[config.mk]
export PLATFORM = sky130hd
export DESIGN_NAME = mem_arbiter_flat
export DESIGN_NICKNAME = d
export VERILOG_FILES = /design/src/rtl/mem_arbiter_if.sv /design/src/rtl/mem_arbiter.sv /design/src/flat_wrapper.sv
export SDC_FILE = /design/constraint.sdc
export NUM_CORES = 1
export LEC_CHECK = 0
export CORE_MARGIN = 2
export CORE_UTILIZATION = 43
export DETAILED_ROUTE_END_ITERATION = 8
export HOLD_SLACK_MARGIN = 0.02
export PLACE_DENSITY = 0.85
export SLEW_MARGIN = 20
export SYNTH_ARGS = -nofsm -noshare
export SYNTH_HDL_FRONTEND = slang
export SYNTH_SLANG_ARGS = --single-unit
export TNS_END_PERCENT = 100
[constraint.sdc]
create_clock -name i_clk -period 4 [get_ports i_clk]
set_clock_uncertainty 0.2 [all_clocks]
set_input_delay 0.6 -clock i_clk [delete_from_list [all_inputs] [get_ports i_clk]]
set_output_delay 0.6 -clock i_clk [all_outputs]
set_load 0.02 [all_outputs]
[src/rtl/mem_arbiter_if.sv]
// Request, response and memory-port signals shared by the fetch/data requesters,
// the arbiter and the memory.
interface mem_arbiter_if;
  logic        i_if_req;
  logic [31:0] i_if_addr;
  logic        o_if_gnt;
  logic        o_if_valid;
  logic [31:0] o_if_data;

  logic        i_d_req;
  logic        i_d_write;
  logic [31:0] i_d_addr;
  logic [31:0] i_d_wdata;
  logic [1:0]  i_d_size;
  logic        o_d_gnt;
  logic        o_d_valid;
  logic        o_d_err;
  logic [31:0] o_d_rdata;

  logic        o_m_en;
  logic        o_m_write;
  logic [31:0] o_m_addr;
  logic [31:0] o_m_wdata;
  logic [3:0]  o_m_be;
  logic [31:0] i_m_rdata;

  modport slave (
    input  i_if_req, i_if_addr, i_d_req, i_d_write, i_d_addr, i_d_wdata, i_d_size, i_m_rdata,
    output o_if_gnt, o_if_valid, o_if_data, o_d_gnt, o_d_valid, o_d_err, o_d_rdata,
    output o_m_en, o_m_write, o_m_addr, o_m_wdata, o_m_be
  );

  modport master (
    output i_if_req, i_if_addr, i_d_req, i_d_write, i_d_addr, i_d_wdata, i_d_size, i_m_rdata,
    input  o_if_gnt, o_if_valid, o_if_data, o_d_gnt, o_d_valid, o_d_err, o_d_rdata,
    input  o_m_en, o_m_write, o_m_addr, o_m_wdata, o_m_be
  );
endinterface

[src/rtl/mem_arbiter.sv]
// Round-robin arbiter sharing one fixed-latency memory port between an
// instruction-fetch requester and a byte/half/word data requester.
module mem_arbiter #(
  parameter int unsigned LATENCY = 1
) (
  input  logic          i_clk,
  input  logic          i_rst,
  mem_arbiter_if.slave  bus
);

  localparam int unsigned CNT_W = 3;

  typedef enum logic [1:0] {IDLE, ACCESS, WAIT, RESP} state_t;

  typedef struct packed {
    logic       sel_d;
    logic       write;
    logic       err;
    logic [1:0] lane;
    logic [1:0] size;
  } txn_t;

  state_t           state, state_nxt;
  txn_t             txn, txn_nxt;
  logic [CNT_W-1:0] cnt, cnt_nxt;
  logic             last_d, last_d_nxt;
  logic             pick_d;
  logic [31:0]      req_addr;

  logic        if_gnt_nxt, if_valid_nxt, d_gnt_nxt, d_valid_nxt, d_err_nxt;
  logic        m_en_nxt, m_write_nxt;
  logic [31:0] if_data_nxt, d_rdata_nxt, m_addr_nxt, m_wdata_nxt;
  logic [3:0]  m_be_nxt;

  function automatic logic misaligned(input logic [1:0] lane, input logic [1:0] size);
    case (size)
      2'b01:   misaligned = 1'b0;
      2'b10:   misaligned = lane[0];
      2'b11:   misaligned = (lane != 2'b00);
      default: misaligned = 1'b1;
    endcase
  endfunction

  function automatic logic [3:0] store_be(input logic [1:0] lane, input logic [1:0] size);
    case (size)
      2'b01:   store_be = 4'b0001 << lane;
      2'b10:   store_be = 4'b0011 << {lane[1], 1'b0};
      default: store_be = 4'b1111;
    endcase
  endfunction

  function automatic logic [31:0] load_align(input logic [31:0] word, input logic [1:0] lane,
                                             input logic [1:0] size);
    logic [31:0] tmp;
    tmp = word >> {lane, 3'b000};
    case (size)
      2'b01:   load_align = {24'h0, tmp[7:0]};
      2'b10:   load_align = {16'h0, tmp[15:0]};
      default: load_align = tmp;
    endcase
  endfunction

  // Tie goes to whichever requester was not granted last.
  assign pick_d   = bus.i_d_req & (~bus.i_if_req | ~last_d);
  assign req_addr = pick_d ? bus.i_d_addr : bus.i_if_addr;

  always_comb begin
    state_nxt    = state;
    txn_nxt      = txn;
    cnt_nxt      = cnt;
    last_d_nxt   = last_d;
    if_gnt_nxt   = 1'b0;
    if_valid_nxt = 1'b0;
    if_data_nxt  = '0;
    d_gnt_nxt    = 1'b0;
    d_valid_nxt  = 1'b0;
    d_err_nxt    = 1'b0;
    d_rdata_nxt  = '0;
    m_en_nxt     = 1'b0;
    m_write_nxt  = 1'b0;
    m_addr_nxt   = '0;
    m_wdata_nxt  = '0;
    m_be_nxt     = '0;

    case (state)
      IDLE: begin
        if (bus.i_if_req || bus.i_d_req) begin
          txn_nxt.sel_d = pick_d;
          txn_nxt.write = pick_d & bus.i_d_write;
          txn_nxt.lane  = req_addr[1:0];
          txn_nxt.size  = pick_d ? bus.i_d_size : 2'b11;
          txn_nxt.err   = pick_d & misaligned(bus.i_d_addr[1:0], bus.i_d_size);
          last_d_nxt    = pick_d;
          if_gnt_nxt    = ~pick_d;
          d_gnt_nxt     = pick_d;
          if (!txn_nxt.err) begin
            m_en_nxt    = 1'b1;
            m_write_nxt = txn_nxt.write;
            m_addr_nxt  = {req_addr[31:2], 2'b00};
            m_be_nxt    = txn_nxt.write ? store_be(txn_nxt.lane, txn_nxt.size) : 4'b1111;
            m_wdata_nxt = txn_nxt.write ? (bus.i_d_wdata << {txn_nxt.lane, 3'b000}) : 32'h0;
          end
          state_nxt = ACCESS;
        end
      end
      ACCESS: begin
        if (txn.err) begin
          d_valid_nxt = 1'b1;
          d_err_nxt   = 1'b1;
          state_nxt   = RESP;
        end else begin
          cnt_nxt   = CNT_W'(LATENCY);
          state_nxt = WAIT;
        end
      end
      WAIT: begin
        cnt_nxt = cnt - CNT_W'(1);
        // Last wait cycle: read data is on i_m_rdata now.
        if (cnt == CNT_W'(1)) begin
          state_nxt = RESP;
          if (txn.sel_d) begin
            d_valid_nxt = 1'b1;
            d_rdata_nxt = txn.write ? 32'h0 : load_align(bus.i_m_rdata, txn.lane, txn.size);
          end else begin
            if_valid_nxt = 1'b1;
            if_data_nxt  = bus.i_m_rdata;
          end
        end
      end
      RESP: begin
        cnt_nxt   = '0;
        state_nxt = IDLE;
      end
      default: state_nxt = IDLE;
    endcase
  end

  always_ff @(posedge i_clk) begin
    if (i_rst) begin
      state          <= IDLE;
      txn            <= '0;
      cnt            <= '0;
      last_d         <= 1'b1;
      bus.o_if_gnt   <= 1'b0;
      bus.o_if_valid <= 1'b0;
      bus.o_if_data  <= '0;
      bus.o_d_gnt    <= 1'b0;
      bus.o_d_valid  <= 1'b0;
      bus.o_d_err    <= 1'b0;
      bus.o_d_rdata  <= '0;
      bus.o_m_en     <= 1'b0;
      bus.o_m_write  <= 1'b0;
      bus.o_m_addr   <= '0;
      bus.o_m_wdata  <= '0;
      bus.o_m_be     <= '0;
    end else begin
      state          <= state_nxt;
      txn            <= txn_nxt;
      cnt            <= cnt_nxt;
      last_d         <= last_d_nxt;
      bus.o_if_gnt   <= if_gnt_nxt;
      bus.o_if_valid <= if_valid_nxt;
      bus.o_if_data  <= if_data_nxt;
      bus.o_d_gnt    <= d_gnt_nxt;
      bus.o_d_valid  <= d_valid_nxt;
      bus.o_d_err    <= d_err_nxt;
      bus.o_d_rdata  <= d_rdata_nxt;
      bus.o_m_en     <= m_en_nxt;
      bus.o_m_write  <= m_write_nxt;
      bus.o_m_addr   <= m_addr_nxt;
      bus.o_m_wdata  <= m_wdata_nxt;
      bus.o_m_be     <= m_be_nxt;
    end
  end

endmodule

[src/flat_wrapper.sv]
// flat-port wrapper written by rule: the top's interface ports become plain ports
module mem_arbiter_flat 
#(
  parameter int unsigned LATENCY = 1
)
  (i_clk, i_rst, bus_i_if_req, bus_i_if_addr, bus_i_d_req, bus_i_d_write, bus_i_d_addr, bus_i_d_wdata, bus_i_d_size, bus_i_m_rdata, bus_o_if_gnt, bus_o_if_valid, bus_o_if_data, bus_o_d_gnt, bus_o_d_valid, bus_o_d_err, bus_o_d_rdata, bus_o_m_en, bus_o_m_write, bus_o_m_addr, bus_o_m_wdata, bus_o_m_be);
  mem_arbiter_if bus_i ();
  input  logic i_clk;
  input  logic i_rst;
  input wire logic [$bits(bus_i.i_if_req)-1:0] bus_i_if_req;
  input wire logic [$bits(bus_i.i_if_addr)-1:0] bus_i_if_addr;
  input wire logic [$bits(bus_i.i_d_req)-1:0] bus_i_d_req;
  input wire logic [$bits(bus_i.i_d_write)-1:0] bus_i_d_write;
  input wire logic [$bits(bus_i.i_d_addr)-1:0] bus_i_d_addr;
  input wire logic [$bits(bus_i.i_d_wdata)-1:0] bus_i_d_wdata;
  input wire logic [$bits(bus_i.i_d_size)-1:0] bus_i_d_size;
  input wire logic [$bits(bus_i.i_m_rdata)-1:0] bus_i_m_rdata;
  output wire logic [$bits(bus_i.o_if_gnt)-1:0] bus_o_if_gnt;
  output wire logic [$bits(bus_i.o_if_valid)-1:0] bus_o_if_valid;
  output wire logic [$bits(bus_i.o_if_data)-1:0] bus_o_if_data;
  output wire logic [$bits(bus_i.o_d_gnt)-1:0] bus_o_d_gnt;
  output wire logic [$bits(bus_i.o_d_valid)-1:0] bus_o_d_valid;
  output wire logic [$bits(bus_i.o_d_err)-1:0] bus_o_d_err;
  output wire logic [$bits(bus_i.o_d_rdata)-1:0] bus_o_d_rdata;
  output wire logic [$bits(bus_i.o_m_en)-1:0] bus_o_m_en;
  output wire logic [$bits(bus_i.o_m_write)-1:0] bus_o_m_write;
  output wire logic [$bits(bus_i.o_m_addr)-1:0] bus_o_m_addr;
  output wire logic [$bits(bus_i.o_m_wdata)-1:0] bus_o_m_wdata;
  output wire logic [$bits(bus_i.o_m_be)-1:0] bus_o_m_be;
  assign bus_i.i_if_req = bus_i_if_req;
  assign bus_i.i_if_addr = bus_i_if_addr;
  assign bus_i.i_d_req = bus_i_d_req;
  assign bus_i.i_d_write = bus_i_d_write;
  assign bus_i.i_d_addr = bus_i_d_addr;
  assign bus_i.i_d_wdata = bus_i_d_wdata;
  assign bus_i.i_d_size = bus_i_d_size;
  assign bus_i.i_m_rdata = bus_i_m_rdata;
  assign bus_o_if_gnt = bus_i.o_if_gnt;
  assign bus_o_if_valid = bus_i.o_if_valid;
  assign bus_o_if_data = bus_i.o_if_data;
  assign bus_o_d_gnt = bus_i.o_d_gnt;
  assign bus_o_d_valid = bus_i.o_d_valid;
  assign bus_o_d_err = bus_i.o_d_err;
  assign bus_o_d_rdata = bus_i.o_d_rdata;
  assign bus_o_m_en = bus_i.o_m_en;
  assign bus_o_m_write = bus_i.o_m_write;
  assign bus_o_m_addr = bus_i.o_m_addr;
  assign bus_o_m_wdata = bus_i.o_m_wdata;
  assign bus_o_m_be = bus_i.o_m_be;
  mem_arbiter #(.LATENCY(LATENCY)) u_core (.i_clk(i_clk), .i_rst(i_rst), .bus(bus_i));
endmodule
Word-level counts from Yosys, hierarchy flattened

Cells that the tools add are included.

Add/sub/neg operators: 1
Equal/unequal tests: 14
Reduce and logical (&&, ||, !) cells: 14
Muxes and demuxes: 20
Shift-type cells: 4
Bitwise operators: 14

Operators with widths:

| kind                | number |
|---|---|
| $pmux 32 s2         | 1 |
| $mux 32             | 1 |
| $shl 32x5->32       | 1 |
| $shr 32x5->32       | 1 |
| $eq 2x2->1 const B  | 6 |
| $not 1->1           | 10 |
| $reduce_or 5->1     | 2 |
| $pmux 3 s3          | 1 |
| $eq 2x1->1 const B  | 4 |
| $mux 1              | 8 |
| $pmux 2 s4          | 1 |
| $pmux 4 s2          | 1 |
| $reduce_or 4->1     | 2 |
| $mux 2              | 3 |
| $reduce_and 2->1    | 3 |
| $reduce_or 3->1     | 2 |
| $mux 4              | 1 |
| $ne 2x1->1 const B  | 2 |
| $shl 1x2->4 const A | 1 |
| $shl 2x2->4 const A | 1 |
| $and 1x1->1         | 3 |
| $eq 3x1->1 const B  | 1 |
| $mux 3              | 1 |
| $pmux 1 s3          | 1 |
| 9 further kinds     | 9 |

Bits in registers: 152
Logic and storage cells: 88
Input bits: 135
Output and inout port bits: 139

Depth between registers and ports, before layout

Gate-level depths: netlist of run 1.

Depth in word-level cells: 7
Mapped depth: 9
Gate-level depth less buffers: 8

Least setup slack after synthesis of run 1

OpenSTA, ideal clock, no wires.

Path kind: input -> register
Start: input port bus_i_d_req
End: register u_core.bus.o_m_be[0]
Setup time: 0.132 ns
Buffers on the path: 1
Cell stages on the path: 8
Setup slack: 1.688 ns
Data required time: 3.668 ns
Arrival: 1.980 ns
Path through: a21bo_2 buf_6 nor2_1 inv_1 ha_1 or3_1 a21oi_1 nor3_1

Cells in the longest elaborated chain, start to end: 5
Elaborated cells on any way between the ends: 14
Classes of those cells: 2 x eq/ne; 2 x shift; 4 x mux; 4 x bitwise; 2 x reduce/logical

RTL lines:

| item                                | RTL line                             | RTL |
|---|---|---|
| start: declaration                  | flat_wrapper.sv:12                   | `input wire logic [$bits(bus_i.i_d_req)-1:0] bus_i_d_req;` |
| $and 1x1->1                         | mem_arbiter.sv:64                    | `assign pick_d = bus.i_d_req & (~bus.i_if_req \| ~last_d);` |
| $mux 32 or $mux 2 (tied branches)   | mem_arbiter.sv:65, mem_arbiter.sv:91 |  |
| $shl 2x2->4 (tied with other cells) | mem_arbiter.sv:47                    | `2'b10: store_be = 4'b0011 << {lane[1], 1'b0};` |
| $pmux 4 s2                          | mem_arbiter.sv:45                    | `case (size)` |
| $mux 4                              | mem_arbiter.sv:100                   | `m_be_nxt = txn_nxt.write ? store_be(txn_nxt.lane, txn_nxt.size) : 4'b1111;` |
| end signal: assignment              | mem_arbiter.sv:172                   | `bus.o_m_be <= m_be_nxt;` |
| end: declaration                    | mem_arbiter_if.sv:30                 | `output o_m_en, o_m_write, o_m_addr, o_m_wdata, o_m_be` |

Several ways; a longest one is shown, not always the timed one.
A chain may end at the register's enable or synchronous reset.

Worst setup path in the final report of run 1

Start: input port bus_i_d_req
End: register u_core.bus.o_m_wdata[22]

Cells in the longest elaborated chain, start to end: 4
Elaborated cells on any way between the ends: 9
Classes of those cells: 1 x shift; 1 x mux; 5 x bitwise; 2 x reduce/logical

RTL lines:

| item                                                            | RTL line             | RTL |
|---|---|---|
| parallel branches: the longest is 4 deep, another holds $mux 32 | --                   |  |
| end signal: assignment                                          | mem_arbiter.sv:171   | `bus.o_m_wdata <= m_wdata_nxt;` |
| end: declaration                                                | mem_arbiter_if.sv:30 |  |

Parallel ways; which one is timed is not known.

==> results of run 1 <==
## how the worst min path moves through the flow
stage,from,to,slack (ps),depth (start not counted)
floorplan,u_core.txn[5]$_SDFFE_PP0P_,u_core.txn[5]$_SDFFE_PP0P_,230,2
global placement,u_core.txn[5]$_SDFFE_PP0P_,u_core.txn[5]$_SDFFE_PP0P_,250,2
detailed placement,u_core.txn[5]$_SDFFE_PP0P_,u_core.txn[5]$_SDFFE_PP0P_,260,2
CTS,u_core.txn[5]$_SDFFE_PP0P_,u_core.txn[5]$_SDFFE_PP0P_,280,2
global route,u_core.txn[5]$_SDFFE_PP0P_,u_core.txn[5]$_SDFFE_PP0P_,290,2
finish,u_core.txn[5]$_SDFFE_PP0P_,u_core.txn[5]$_SDFFE_PP0P_,280,2
## layer usage
layer  global-route usage  up-vias
met5                    0        -
met4                0.143        0
met3               0.0860       49
met2                0.454      243
met1                0.217     2226
li1                     -     2333
## worst min-delay path: stages (launching register included)
cell and delay, ps:
sky130_fd_sc_hd__dfxtp_1 320, sky130_fd_sc_hd__nand2_1 60, sky130_fd_sc_hd__a21oi_1 50
## through the flow
| step | cell area [µm²] | utilization | worst slack (ps) |
|---|---|---|---|
| finish | 8970 | 0.716 | 1280 |
| global route | 8970 | 0.716 | 1060 |
| CTS | 8960 | 0.716 | 1270 |
| detailed placement | 8340 | 0.666 | 871 |
| global placement | 8340 | 0.666 | 1000 |
| floorplan | 5490 | - | 1690 |
## registers in the layout, indices dropped and copies added, names as in the netlist
register and count:
u_core.bus.o_d_rdata 32, u_core.bus.o_m_be 4, u_core.bus.o_d_gnt 1, u_core.bus.o_m_en 1
u_core.bus.o_m_wdata 32, u_core.last_d 1, u_core.bus.o_d_valid 1, u_core.state 2
u_core.bus.o_d_err 1, u_core.bus.o_if_valid 1, u_core.bus.o_if_data 32, u_core.txn 7
u_core.cnt 3, u_core.bus.o_m_write 1, u_core.bus.o_m_addr 30, u_core.bus.o_if_gnt 1
## layout make-up
| cell class | instances | area, µm² | area share |
|---|---|---|---|
| Clock inverter | 12 | 176 | 0.0197 |
| Timing Repair Buffer | 279 | 2770 | 0.309 |
| Sequential cell | 150 | 3000 | 0.335 |
| Inverter | 11 | 41.3 | 0.00461 |
| Tap cell | 172 | 215 | 0.0240 |
| Multi-Input combinational cell | 329 | 2310 | 0.257 |
| Antenna cell | 1 | 2.50 | 0.000279 |
| Clock buffer | 20 | 447 | 0.0498 |
## power breakdown
part | internal (W) | leakage, nW | total, W | switching (W)
Combinational | 0.000507 | 2.07 | 0.00109 | 0.000583
Clock | 0.00106 | 0.300 | 0.00166 | 0.000603
Sequential | 0.00162 | 1.22 | 0.00167 | 0.0000524
Total | 0.00318 | 3.59 | 0.00442 | 0.00124
## Yosys cell counts, types with 2 or more instances
library cell / instances
sky130_fd_sc_hd__a211oi_1: 19
sky130_fd_sc_hd__a21o_1: 2
sky130_fd_sc_hd__a21oi_1: 20
sky130_fd_sc_hd__and2_1: 49
sky130_fd_sc_hd__buf_1: 3
sky130_fd_sc_hd__buf_2: 5
sky130_fd_sc_hd__buf_4: 4
sky130_fd_sc_hd__clkbuf_1: 18
sky130_fd_sc_hd__dfxtp_1: 150
sky130_fd_sc_hd__ha_1: 10
sky130_fd_sc_hd__inv_1: 11
sky130_fd_sc_hd__mux2i_1: 72
sky130_fd_sc_hd__nand2_1: 7
sky130_fd_sc_hd__nand2b_1: 3
sky130_fd_sc_hd__nand3_1: 4
sky130_fd_sc_hd__nor2_1: 50
sky130_fd_sc_hd__nor2b_1: 13
sky130_fd_sc_hd__nor3_1: 37
sky130_fd_sc_hd__nor4_4: 2
sky130_fd_sc_hd__o21ai_0: 3
sky130_fd_sc_hd__o22ai_1: 8
sky130_fd_sc_hd__o2bb2ai_1: 8
## kinds of logic after synthesis
kind of cell	after synthesis	synth area share
buffers and inverters	42	0.0340
flip-flops	150	0.547
AO/OA/AOI/OAI	70	0.0875
multiplexers	74	0.137
adder cells (fa/ha/maj)	10	0.0228
other	1	0.000683
AND/OR/NAND/NOR	173	0.171
==> flow_metrics.py, run 1 <==
metrics = {
    "worst_setup_path": {
        "crit_family": "simple AND/OR/NAND/NOR gates",
        "timing.critical_path.slowest_cell_delay_ps": 680,
        "critPathBufInv": 1,
        "timing.critical_path.from": "bus_i_d_req",
        "endpoint_of_the_worst_setup_timing_path": "u_core.bus.o_m_wdata[22]$_SDFF_PP0_",
        "crit_path_max_fanout": 24,
        "critical_path_arrival_ps": 2830,
        "setup.worst_path.end_class": "flop",
        "worst_path_max_delay_cell": "sky130_fd_sc_hd__nand3_1",
        "rr_worst_depth": 6,
        "worstReg2RegStart": "u_core.state[0]$_SDFFE_PP0P_",
        "crit_path_cell_trace": "clkdlybuf4s50_1, a21bo_2, nor3_1, nand3_1, o2bb2ai_1",
        "crit_required_ps": 4110,
        "timing.setup.critical_path_class": "in2reg",
        "critical_path_depth": 5,
        "crit_path_launch_type": "primary input",
        "timing.reg2reg.setup_slack_ps": 1530,
        "critical_path.reg2reg.endpoint": "u_core.bus.o_m_wdata[22]$_SDFF_PP0_",
    },
    "timing": {
        "fmax_ghz": 0.367,
        "maxSlewViolCount": 0,
        "worst-slew-pin-transition_ps": 919,
        "max-slew-margin-rel": 0.386,
        "timing.final.crit_share": 0.680,
        "rsz0062_at_grt": "no",
        "timing.final.hold_violations": 0,
        "tns_ps": 0,
        "hold_worst_slack_ps": 277,
        "timing.final.crit_period_ps": 2720,
        "final-setup-viol-count": 0,
    },
    "yosys": {
        "syn_inst": 520,
        "synth-edff-count": 0,
        "yosys-top-cells-area": "sky130_fd_sc_hd__dfxtp_1 (55%), sky130_fd_sc_hd__mux2i_1 (13%), sky130_fd_sc_hd__and2_1 (5.6%)",
        "yosys_warnings": 0,
        "most_used_dff_post_synth": "sky130_fd_sc_hd__dfxtp_1",
        "sequential_area_share_after_synthesis": 0.547,
        "synth-async-reset-ratio": 0,
        "netlist-cell-type-count": 44,
        "post-synth-top-area-fraction": 0.547,
        "mappedNetlistArea_mm2": 0.00549,
        "synth_area_leader_cell": "sky130_fd_sc_hd__dfxtp_1",
        "avgSynthCellArea_um2": 10.6,
        "yosys_register_bits": 150,
    },
    "die": {
        "start_util": 0.439,
        "die_area_mm2": 0.0137,
        "rows": 41,
        "dieHeight_um": 117,
        "floorplan.core_area_mm2": 0.0125,
        "die_width_um": 117,
        "io_pins": 274,
    },
    "clock_network": {
        "ctsRootBufferMaster": "sky130_fd_sc_hd__clkbuf_16",
        "cts_setup_buffers": 0,
        "numCtsBuffers": 17,
        "max-clock-path-buffers": 2,
        "ctsHoldBuffers": 0,
        "clkLatencyLatePin_ps": 410,
        "h-tree-depth": 4,
        "ctsResizeCount": 0,
        "cts.reportedPaths.clkPinSlew_ps": 60,
        "cts_tree": "built",
        "cts_sinks": 150,
    },
    "detailed_routing": {
        "detailroute.wirelength.met2_mm": 8.68,
        "routed_wirelength_mm": 16.3,
        "detail-route-antenna-nets": 0,
        "dr_total_vias": 4851,
        "drt_drc_violations_left": 0,
        "drt-pass1-iter-count": 5,
        "routed.top_layer": "met4",
        "dr.first_iter.drc_count": 280,
        "m1WireLength_mm": 5.49,
        "dr_wl_met3_mm": 1.46,
        "vias_per_cell": 4.98,
        "wire_per_inst_um": 16.8,
    },
    "run": {
        "maxCapViolations": 0,
    },
    "placed_design": {
        "place.detailed.instances": 941,
        "place.gp.congestion": 0.791,
        "detailed_place_hpwl_mm": 12.7,
        "io_buffer_count": 271,
    },
    "power_and_ir_drop": {
        "static-leakage-power_nw": 3.59,
        "power_density_mw_per_mm2": 493,
        "worst_ir_drop_vdd_mv": 0.234,
        "totalPowerFinal_w": 0.00442,
    },
    "final_layout": {
        "final_nets": 933,
        "mostFrequentLayoutCell": "sky130_fd_sc_hd__clkdlybuf4s50_1",
        "drive_above_1_share": 0.0612,
        "post_layout_nonfiller_instances": 974,
        "num-fill-cells": 950,
        "final_cell_mix": "sky130_fd_sc_hd__clkdlybuf4s50_1 (271), sky130_fd_sc_hd__dfxtp_1 (150), sky130_fd_sc_hd__mux2i_1 (72), sky130_fd_sc_hd__nor2_1 (50), sky130_fd_sc_hd__and2_1 (49)",
        "flow.area_growth_from_synthesis_pct": 63.3,
    },
    "outcome": {
        "outcome": "finished, final reports clean",
    },
    "min_path": {
        "min_path_type": "reg2reg",
    },
    "global_routing": {
        "grt_util_all_layers": 0.240,
        "grt_first_pass_wirelength_mm": 24.6,
        "grt_max_degree": 38,
        "grt_pass1_vias": 4981,
        "antenna_found_initial": 1,
        "grt_remaining_overflow": 0,
    },
}
No activity file was read; power rests on OpenSTA's default activity.
==> run 2: changes to the inputs <==
--- a/config.mk
+++ b/config.mk
@@ -6,10 +6,10 @@
 export NUM_CORES = 1
 export LEC_CHECK = 0
 export CORE_MARGIN = 2
-export CORE_UTILIZATION = 43
+export CORE_UTILIZATION = 40
 export DETAILED_ROUTE_END_ITERATION = 8
 export HOLD_SLACK_MARGIN = 0.02
-export PLACE_DENSITY = 0.85
+export PLACE_DENSITY = 0.8
 export SLEW_MARGIN = 20
 export SYNTH_ARGS = -nofsm -noshare
 export SYNTH_HDL_FRONTEND = slang
==> constraint.sdc (replaced) <==
create_clock -name i_clk -period 2.6 [get_ports i_clk]
set_clock_uncertainty 0.2 [all_clocks]
set_input_delay 0.39 -clock i_clk [delete_from_list [all_inputs] [get_ports i_clk]]
set_output_delay 0.39 -clock i_clk [all_outputs]
set_load 0.02 [all_outputs]
==> flow_metrics.py, run 2 (synthesis gave the netlist of run 1 again) <==
metrics = {
    "worst_setup_path": {
        "critical_path_arrival_ps": 2290,
        "timing.setup.critical_path_class": "in2reg",
        "setup.worst_path.end_class": "flop",
        "worstReg2RegStart": "u_core.state[0]$_SDFFE_PP0P_",
        "crit_required_ps": 2680,
        "crit_path_max_fanout": 7,
        "crit_path_launch_type": "primary input",
        "timing.critical_path.from": "bus_i_d_req",
    },
    "die": {
        "rows": 42,
        "start_util": 0.411,
        "dieHeight_um": 121,
        "io_pins": 274,
        "floorplan.core_area_mm2": 0.0133,
        "die_width_um": 121,
        "die_area_mm2": 0.0147,
    },
    "clock_network": {
        "ctsHoldBuffers": 0,
        "cts.reportedPaths.clkPinSlew_ps": 60,
        "cts_setup_buffers": 0,
        "cts_sinks": 150,
        "h-tree-depth": 4,
        "numCtsBuffers": 17,
        "clkLatencyLatePin_ps": 410,
        "max-clock-path-buffers": 2,
        "ctsRootBufferMaster": "sky130_fd_sc_hd__clkbuf_16",
        "cts_tree": "built",
        "ctsResizeCount": 0,
    },
    "power_and_ir_drop": {
        "worst_ir_drop_vdd_mv": 0.402,
        "part_of_the_total_power_dissipated_in_sequential_elements": 0.369,
        "clockPowerShare": 0.390,
        "netSwitchingFraction": 0.268,
        "p_int_w": 0.00513,
        "static-leakage-power_nw": 3.69,
        "power_switching_w": 0.00188,
        "combinationalPowerShare": 0.241,
        "power_density_mw_per_mm2": 768,
    },
    "placed_design": {
        "place.detailed.instances": 960,
        "place.gp.congestion": 0.862,
        "io_buffer_count": 271,
        "detailed_place.area_mm2": 0.00847,
        "detailed_place_hpwl_mm": 12.6,
    },
    "final_layout": {
        "drive_above_1_share": 0.0762,
        "antennaDiodeCount": 0,
        "largestRegisters": "u_core.bus.o_d_rdata: 32 flops, u_core.bus.o_if_data: 32 flops, u_core.bus.o_m_wdata: 32 flops",
        "mostFrequentLayoutCell": "sky130_fd_sc_hd__clkdlybuf4s50_1",
        "final_cell_mix": "sky130_fd_sc_hd__clkdlybuf4s50_1 (271), sky130_fd_sc_hd__dfxtp_1 (150), sky130_fd_sc_hd__mux2i_1 (72), sky130_fd_sc_hd__nor2_1 (50), sky130_fd_sc_hd__and2_1 (49)",
        "final_cell_area_mm2": 0.00913,
        "post_layout_nonfiller_instances": 990,
        "final_nets": 948,
        "flow.area_growth_from_synthesis_pct": 66.3,
    },
    "global_routing": {
        "antenna_found_initial": 0,
        "grt_util_all_layers": 0.219,
        "grt_first_pass_wirelength_mm": 24.5,
        "grt_max_degree": 38,
        "grt_pass1_vias": 4880,
        "grt_remaining_overflow": 0,
    },
    "timing": {
        "tns_ps": 0,
        "timing.final.hold_violations": 0,
        "fmax_ghz": 0.452,
        "worst-slew-pin-transition_ps": 823,
        "final-setup-viol-count": 0,
        "max-slew-margin-rel": 0.449,
        "timing.final.crit_share": 0.851,
        "rsz0062_at_grt": "no",
        "maxSlewViolCount": 0,
        "timing.final.crit_period_ps": 2210,
    },
    "run": {
        "maxCapViolations": 0,
    },
    "detailed_routing": {
        "detail-route-antenna-nets": 0,
        "drt_drc_violations_left": 0,
        "dr.first_iter.drc_count": 264,
        "dr_total_vias": 4818,
        "drt-pass1-iter-count": 4,
        "routed_wirelength_mm": 16.2,
        "wire_per_inst_um": 16.4,
        "vias_per_cell": 4.87,
    },
    "outcome": {
        "outcome": "finished, final reports clean",
    },
    "min_path": {
        "worst_hold_start": "u_core.txn[5]$_SDFFE_PP0P_",
        "min_path_type": "reg2reg",
    },
}
[run 2: final cells by class]
cell class	instances	area, µm²
well taps	176	220
flip-flops and latches	150	3000
repair buffers	294	2900
fillers	993	4220
clock buffers	21	460
multi-input cells	329	2310
inverters	11	41.3
clock inverters	9	199
[run 2: worst max-delay path, stage by stage]
cell,delay (ps)
sky130_fd_sc_hd__clkdlybuf4s50_1,480
sky130_fd_sc_hd__a21bo_2,290
sky130_fd_sc_hd__nor2_1,140
sky130_fd_sc_hd__inv_1,60
sky130_fd_sc_hd__ha_1,270
sky130_fd_sc_hd__or3_1,420
sky130_fd_sc_hd__a21oi_1,180
sky130_fd_sc_hd__nor3_1,70
[run 2: stage by stage]
step / power (W) / setup WS [ps] / utilization / hold slack [ps]
3_5_place_dp: 0.00432 / -12.8 / 0.635 / 265
5_1_grt: 0.00730 / 339 / 0.684 / 298
4_1_cts: 0.00705 / 403 / 0.684 / 273
2_1_floorplan: 0.00360 / 498 / - / 232
6_report: 0.00701 / 387 / 0.684 / 269
3_3_place_gp: 0.00426 / 87.4 / 0.635 / 250
[run 2: path summary, 6_finish.rpt]
check,depth (start not counted),end,slack [ps]
worst max-delay path,8,u_core.bus.o_m_be[0]$_SDFF_PP0_,390
worst min-delay path,2,u_core.txn[5]$_SDFFE_PP0P_,270
worst max register to register,6,u_core.bus.o_m_wdata[24]$_SDFF_PP0_,490
worst min register to register,2,u_core.txn[5]$_SDFFE_PP0P_,270
[run 2: metal layers]
metal	track usage	vias to the layer above	part of all wire
li1	-	2359	-
met1	0.215	2200	0.37
met2	0.413	225	0.52
met3	0.0719	34	0.085
met4	0.0984	0	0.026
met5	0	-	0
[run 2: power by group through the flow]
stage	combinational [W]	sequential [W]	clock, W
after floorplan	0.000834	0.00276	0
after global routing	0.00181	0.00261	0.00288
after detailed placement	0.00168	0.00264	0
final	0.00169	0.00259	0.00274
after CTS	0.00169	0.00259	0.00277
after global placement	0.00163	0.00263	0
